$ cat src/rtl/mem_pkg.sv
// Shared memory-access definitions: load opcodes, load kinds, the pipeline
// bubble and the registered M->W payload for the load path.
package mem_pkg;

  localparam int unsigned XLEN   = 32;
  localparam int unsigned OPW    = 6;
  localparam int unsigned AW_LOW = 2;

  localparam logic [OPW-1:0] OP_LB  = 6'h20;
  localparam logic [OPW-1:0] OP_LH  = 6'h21;
  localparam logic [OPW-1:0] OP_LWL = 6'h22;
  localparam logic [OPW-1:0] OP_LW  = 6'h23;
  localparam logic [OPW-1:0] OP_LBU = 6'h24;
  localparam logic [OPW-1:0] OP_LHU = 6'h25;
  localparam logic [OPW-1:0] OP_LWR = 6'h26;

  localparam logic [XLEN-1:0] BUBBLE = 32'h0000_0000;

  typedef enum logic [2:0] {
    LD_NONE,
    LD_B,
    LD_BU,
    LD_H,
    LD_HU,
    LD_W,
    LD_WL,
    LD_WR
  } ld_kind_e;

  typedef struct packed {
    logic [XLEN-1:0]   instr;
    logic [AW_LOW-1:0] addr;
    logic [XLEN-1:0]   rdata;
    logic [XLEN-1:0]   rtold;
  } ldw_reg_t;

  function automatic ld_kind_e decode_load(input logic [OPW-1:0] op);
    ld_kind_e kind;
    case (op)
      OP_LB:   kind = LD_B;
      OP_LBU:  kind = LD_BU;
      OP_LH:   kind = LD_H;
      OP_LHU:  kind = LD_HU;
      OP_LW:   kind = LD_W;
      OP_LWL:  kind = LD_WL;
      OP_LWR:  kind = LD_WR;
      default: kind = LD_NONE;
    endcase
    return kind;
  endfunction

endpackage

$ cat src/rtl/load_extend.sv
// Combinational load aligner: picks the addressed byte/half/word out of the
// memory word, extends it, merges lwl/lwr with old rt and flags misalignment.
module load_extend
  import mem_pkg::*;
#(
  parameter bit ADEL_EN = 1'b1
) (
  input  ld_kind_e           kind_i,
  input  logic [AW_LOW-1:0]  a_i,
  input  logic [XLEN-1:0]    m_i,
  input  logic [XLEN-1:0]    r_i,
  output logic [XLEN-1:0]    data_o,
  output logic               misalign_o
);

  logic [7:0]  byte_sel;
  logic [15:0] half_sel;
  logic [XLEN-1:0] merged;

  always_comb begin
    byte_sel = m_i[7:0];
    case (a_i)
      2'd0:    byte_sel = m_i[7:0];
      2'd1:    byte_sel = m_i[15:8];
      2'd2:    byte_sel = m_i[23:16];
      default: byte_sel = m_i[31:24];
    endcase
    half_sel = a_i[1] ? m_i[31:16] : m_i[15:0];
  end

  always_comb begin
    misalign_o = 1'b0;
    if (ADEL_EN) begin
      case (kind_i)
        LD_H, LD_HU: misalign_o = a_i[0];
        LD_W:        misalign_o = (a_i != 2'd0);
        default:     misalign_o = 1'b0;
      endcase
    end
  end

  always_comb begin
    merged = '0;
    case (kind_i)
      LD_B:  merged = {{24{byte_sel[7]}}, byte_sel};
      LD_BU: merged = {24'h0, byte_sel};
      LD_H:  merged = {{16{half_sel[15]}}, half_sel};
      LD_HU: merged = {16'h0, half_sel};
      LD_W:  merged = m_i;
      // lwl fills the high end of rt from the low end of the memory word
      LD_WL: begin
        case (a_i)
          2'd0:    merged = {m_i[7:0],  r_i[23:0]};
          2'd1:    merged = {m_i[15:0], r_i[15:0]};
          2'd2:    merged = {m_i[23:0], r_i[7:0]};
          default: merged = m_i;
        endcase
      end
      LD_WR: begin
        case (a_i)
          2'd0:    merged = m_i;
          2'd1:    merged = {r_i[31:24], m_i[31:8]};
          2'd2:    merged = {r_i[31:16], m_i[31:16]};
          default: merged = {r_i[31:8],  m_i[31:24]};
        endcase
      end
      default: merged = '0;
    endcase
    data_o = misalign_o ? '0 : merged;
  end

endmodule

$ cat src/rtl/load_align_w.sv
// M->W pipeline register for load results; W-side outputs are decoded purely
// from the registered payload so no M input reaches them combinationally.
module load_align_w
  import mem_pkg::*;
#(
  parameter bit          ADEL_EN      = 1'b1,
  parameter logic [31:0] BUBBLE_INSTR = BUBBLE
) (
  input  logic        clk,
  input  logic        reset,
  input  logic        Stall,
  input  logic        Flush,
  input  logic [31:0] InstrM,
  input  logic [31:0] AddrM,
  input  logic [31:0] MemRDataM,
  input  logic [31:0] RtOldM,
  output logic [31:0] InstrW,
  output logic [31:0] LoadDataW,
  output logic        RegWriteLdW,
  output logic        AdELW
);

  ldw_reg_t reg_q, reg_d;
  ld_kind_e kind;
  logic     misalign;
  logic     unused_addr_hi;

  // Only the byte offset matters; the word address was consumed by the memory.
  assign unused_addr_hi = ^AddrM[31:2];

  // Priority below reset: flush, then stall, then capture.
  always_comb begin
    reg_d = reg_q;
    if (Flush) begin
      reg_d       = '0;
      reg_d.instr = BUBBLE_INSTR;
    end else if (!Stall) begin
      reg_d.instr = InstrM;
      reg_d.addr  = AddrM[1:0];
      reg_d.rdata = MemRDataM;
      reg_d.rtold = RtOldM;
    end
  end

  always_ff @(posedge clk) begin
    if (reset) begin
      reg_q       <= '0;
      reg_q.instr <= BUBBLE_INSTR;
    end else begin
      reg_q <= reg_d;
    end
  end

  assign kind = decode_load(reg_q.instr[31:26]);

  load_extend #(
    .ADEL_EN (ADEL_EN)
  ) u_extend (
    .kind_i     (kind),
    .a_i        (reg_q.addr),
    .m_i        (reg_q.rdata),
    .r_i        (reg_q.rtold),
    .data_o     (LoadDataW),
    .misalign_o (misalign)
  );

  assign InstrW      = reg_q.instr;
  assign AdELW       = misalign;
  assign RegWriteLdW = (kind != LD_NONE) && !misalign;

endmodule

$ cat config.mk
export PLATFORM = sky130hd
export DESIGN_NAME = load_align_w
export DESIGN_NICKNAME = d
export VERILOG_FILES = /design/src/rtl/mem_pkg.sv /design/src/rtl/load_extend.sv /design/src/rtl/load_align_w.sv
export SDC_FILE = /design/constraint.sdc
export NUM_CORES = 1
export LEC_CHECK = 0
export BUFFER_PORTS_ARGS = -buffer_cell sky130_fd_sc_hd__buf_2
export CORE_MARGIN = 5
export CORE_UTILIZATION = 54
export CTS_CLUSTER_DIAMETER = 120
export DETAILED_ROUTE_END_ITERATION = 10
export PLACE_DENSITY = 0.82
export SLEW_MARGIN = 30
export SYNTH_ARGS = -nofsm -noshare
export SYNTH_HDL_FRONTEND = slang
export SYNTH_HIERARCHICAL = 1
export SYNTH_SLANG_ARGS = --single-unit
$ cat constraint.sdc
create_clock -name clk -period 4.7 [get_ports clk]
set_clock_uncertainty 0.1 [all_clocks]
set_input_delay 0.94 -clock clk [delete_from_list [all_inputs] [get_ports clk]]
set_output_delay 0.94 -clock clk [all_outputs]
set_load 0.005 [all_outputs]
* Yosys cells after proc, flatten, opt, wreduce, memory -nomap -nowiden
Cells that the tools add are included. W data, S select, Z words.
Word-level totals: flip-flop bits (word level) 98, latch bits 0, RAM bits 0, ROM bits 0, bits of input ports 132, output and inout bits 66, word-level logic and storage cells 35, memories kept 0
Cells by class: add/sub/neg operators 0, $mul 0, divide/modulo/power cells 0, magnitude comparators 0, eq/ne operators 16, shifts and indexed selects 0, mux-type cells 8, bitwise operators 0, reduce and logical (&&, ||, !) cells 7
Operator list (count):
- $pmux W32 S7 | 1
- $pmux W32 S3 | 2
- $eq A6 B6 Y1 const B | 7
- $mux W32 | 1
- $pmux W8 S3 | 1
- $pmux W3 S7 | 1
- $mux W16 | 1
- $eq A3 B3 Y1 const B | 4
- $eq A3 B2 Y1 const B | 2
- $reduce_or A2 Y1 | 2
- $eq A3 B1 Y1 const B | 1
- $reduce_bool A3 Y1 | 1
- $eq A2 B1 Y1 const B | 1
- $eq A2 B2 Y1 const B | 1
- $logic_not A2 Y1 | 1
- $pmux W1 S2 | 1
- $reduce_bool A2 Y1 | 1
- $logic_and A1 B1 Y1 | 1
- $logic_not A1 Y1 | 1

* Depth between registers and ports, before layout
depth after elaboration 7, gate-level depth with buffers 10, gate-level depth less buffers 7

* By module
Netlist, hierarchy kept.
By module, submodules not included:
- load_align_w | instances 1, cells an instance 361, area an instance 3772.4 um2, seq. area each 1961.9 um2
- load_extend | instances 1, cells an instance 243, area an instance 1920.6 um2, seq. area each 0.0 um2

* Worst setup path after synthesis
OpenSTA, ideal clock, no wires.
path type register -> output, start register reg_q, in the netlist InstrW[26], end output port LoadDataW[1], data arrival time 1.854 ns, required time 3.660 ns, path slack 1.806 ns, stages on the path, launching flop included 9, path buffers 1, path through dfxtp_1 nand2b_1 xnor2_1 nor2_1 buf_4 nand2_1 o221ai_2 o21ai_0 a31oi_1
On the way: longest elaborated chain between the ends 6, elaborated cells between the ends (all ways) 19, classes of those cells eq/ne: 14; mux: 4; reduce/logical: 1
Ends and longest elaborated chain:
- start: declaration | RTL line load_align_w.sv:23 | ldw_reg_t reg_q, reg_d;
- start signal: assignment | RTL line load_align_w.sv:50 | reg_q <= reg_d;
- $eq A6 B6 Y1 | RTL line mem_pkg.sv:39 | case (op)
- $pmux W3 S7 (*) | RTL line mem_pkg.sv:39
- via kind[0] | RTL line load_align_w.sv:24 | ld_kind_e kind;
- $eq A3 B2 Y1 or $eq A3 B3 Y1 (tied branches) | RTL line load_extend.sv:34, load_extend.sv:44
- $reduce_or A2 Y1 | RTL line load_extend.sv:34 | case (kind_i)
- $pmux W1 S2 | RTL line load_extend.sv:34
- $mux W32 (*) | RTL line load_extend.sv:69 | data_o = misalign_o ? '0 : merged;
- end: declaration | RTL line load_align_w.sv:18 | output logic [31:0] LoadDataW,
Mark *: on every way through the listed nets, which the timed path passes. The rest lies on a longest branch.

* Final worst setup path
start register reg_q, in the netlist InstrW[28], end output port LoadDataW[13]
Same word-level chain as after synthesis.

==> results by group <==
Status
  • Status: finished, final reports clean

Die
  • Initial Util: 55.1%
  • # IOs: 198
  • Total core area: 0.0103 mm^2
  • Die Wd: 113 um
  • Die Y: 113 um
  • Row count: 37
  • DIE AREA: 0.0127 mm^2

Clock network
  • CTS buffer count: 9
  • CTS root buf: clkbuf_8
  • Post-CTS Hold Fix Bufs: 0
  • Post-CTS Setup Inserts: 0
  • Bufs on Longest Clock Path: 2
  • Number of gates resized after CTS: 0
  • CTS tree: built
  • Clk_lat worst skew: 0.37 ns
  • Worst-path clk slew: 0.10 ns
  • # H-tree levels: 3
  • # clock sinks: 98

Global route
  • Number of global-route vias before repair: 4,745
  • First-pass GRT wire length: 24.6 mm
  • GRT Residual Overflow: 0
  • GRT Util Overall: 23.9%
  • Initial antenna violation count: 0
  • Largest net degree at the start of global routing: 66

Detailed routing
  • DRC: 0
  • Wl on met1: 6.37 mm
  • Pre-Repair DR Iteration Count: 6
  • Routed wl met3: 1.69 mm
  • Avg Vias per Cell: 5.96
  • Overall routed net length: 15.7 mm
  • Routed wl met2: 7.19 mm
  • DR top layer: met4
  • DRT iter0 DRCs: 703
  • ANT nets after route: 0
  • DR WL/cell: 18.4 um
  • Routed vias: 5,080

Run
  • Max-cap viol count: 0

Yosys
  • Syn_area_per_cell: 9.43 um^2
  • Yosys warnings: 6
  • Syn Std Cell Area: 0.00569 mm^2
  • Netlist cell types: 46
  • Seq cells post-synth: 98
  • Sequential-to-total area share from yosys stat: 34.5%
  • Fraction of post-synthesis cell area in the top cell type by area: 34.5%
  • Post-Synthesis Cells: 604
  • Primary FF master, synth: dfxtp_1
  • Synth async-reset ratio: 0%
  • EDFF count, synth: 0
  • Cell taking the most area after synthesis: dfxtp_1
  • Syn Nets: 736
  • Top cells by area, synth: dfxtp_1 (34%), mux2i_1 (21%), nor2_1 (7.1%)

Setup path
  • R2R Path Start: reg_q[64]
  • FF-to-FF setup slack: 3.34 ns
  • CP arrival: 3.15 ns
  • Critical Path RT: 3.66 ns
  • CP endpoint kind: output port
  • Critical Path Fanout Max: 18
  • WS Path Type: register to output port
  • Crit start category: register
  • Crit path from: InstrW[28]

Timing
  • Final min period: 4.19 ns
  • Final worst slack: 0.507 ns
  • Slew margin rel.: 35.2%
  • Tcrit/Tclk final: 89.2%
  • Final hold vios: 0
  • Worst slew pin tran: 0.972 ns
  • Max Clock Freq: 238 MHz
  • Max-slew violations: 0
  • RSZ-0062 raised after global routing: false
  • Setup violators final: 0
  • Total Neg Setup Slack: 0 ns

Finish
  • Synthesis-to-finish area growth: 14.0%
  • Layout cells sized above 1: 32.2%
  • Most frequent cells in the layout: buf_2 (166), mux2i_1 (121), nor2_1 (107), dfxtp_1 (96), a21oi_1 (38)
  • Most common cell after layout, fill and taps aside: buf_2
  • Final nets: 844
  • Antenna Cells: 0

Placed design
  • DP Wirelength: 11.2 mm
  • DP Worst Slack: 0.955 ns
  • Placer Congestion: 0.937
  • PortBufs: 167

Hold path
  • Hold crit path type: register to register
  • Hold_sp: InstrW[6]

Power and ir drop
  • Static Leakage: 2.87 nW
  • Power Density: 273 mW/mm^2
  • Power consumption: 1.77 mW
  • Worst vdd ir: 0.190 mV
[cell families after synthesis]
logic type	after synthesis	share of synthesized area (%)
AO/OA/AOI/OAI	107	13.4
AND/OR/NAND/NOR	164	12.6
flip-flops	98	34.5
buffers and inverters	86	10.3
multiplexers	145	28.6
XOR/XNOR	4	0.615
[sequential cells by signal, indices dropped and copies added, names as in the netlist]
signal and flops:
reg_q 66, InstrW 32
[worst max-delay path: stages (launching register included)]
cell and delay [ns]:
dfxtp_1 0.45, nand2_1 0.10, xor2_1 0.14, nor2_1 0.12, buf_4 0.23, and3b_1 0.20
o21ai_2 0.31, nand2_1 0.47, buf_4 0.37, o22ai_1 0.23, buf_2 0.15
[where the power goes]
group	switching, mW	internal, mW
clock network	0.312	0.359
logic	0.100	0.106
registers	0.0333	0.858
[cell usage after synthesis, types with 2 or more instances]
cell      count
mux2i_1     121
nor2_1      107
dfxtp_1      98
buf_4        42
a21oi_1      38
nand2_1      30
a222oi_1     22
buf_2        18
mux4_2       13
buf_6        11
mux2_2       11
o21ai_0      11
clkbuf_1     10
nand3_1       8
a31oi_1       6
o22ai_1       6
inv_1         5
a211oi_1      4
a221o_1       4
o221ai_1      4
nand2b_1      3
xor2_1        3
a32oi_1       2
and3_1        2
and3b_1       2
nor2b_1       2
o21a_1        2
[through the flow]
step	hold slack [ns]	cells	cell area (um^2)	utilization, %
2_1_floorplan	0.362	604	5690	-
3_3_place_gp	0.370	837	6230	60.4
3_5_place_dp	0.384	837	6230	60.4
4_1_cts	0.407	853	6480	62.8
5_1_grt	0.440	853	6490	62.8
6_report	0.399	853	6490	62.8
[layout make-up]
class	count	area, um^2
clock inverters	7	125
well taps	136	170
multi-input cells	420	3150
repair buffers	178	937
inverters	5	18.8
fillers	872	3840
flip-flops and latches	98	1960
clock buffers	9	124
[path summary, 6_finish.rpt]
kind,to,cells after the start
min reg2reg,InstrW[6],2
max,LoadDataW[13],10
max reg2reg,reg_q[64],2
min,InstrW[6],2
[routing by layer]
metal / track usage (%) / up-vias
met5: 0 / -
met4: 9.38 / 0
met3: 4.37 / 42
met2: 37.4 / 301
met1: 32.8 / 2352
li1: - / 2385
Power figures use the tool's default switching activity.
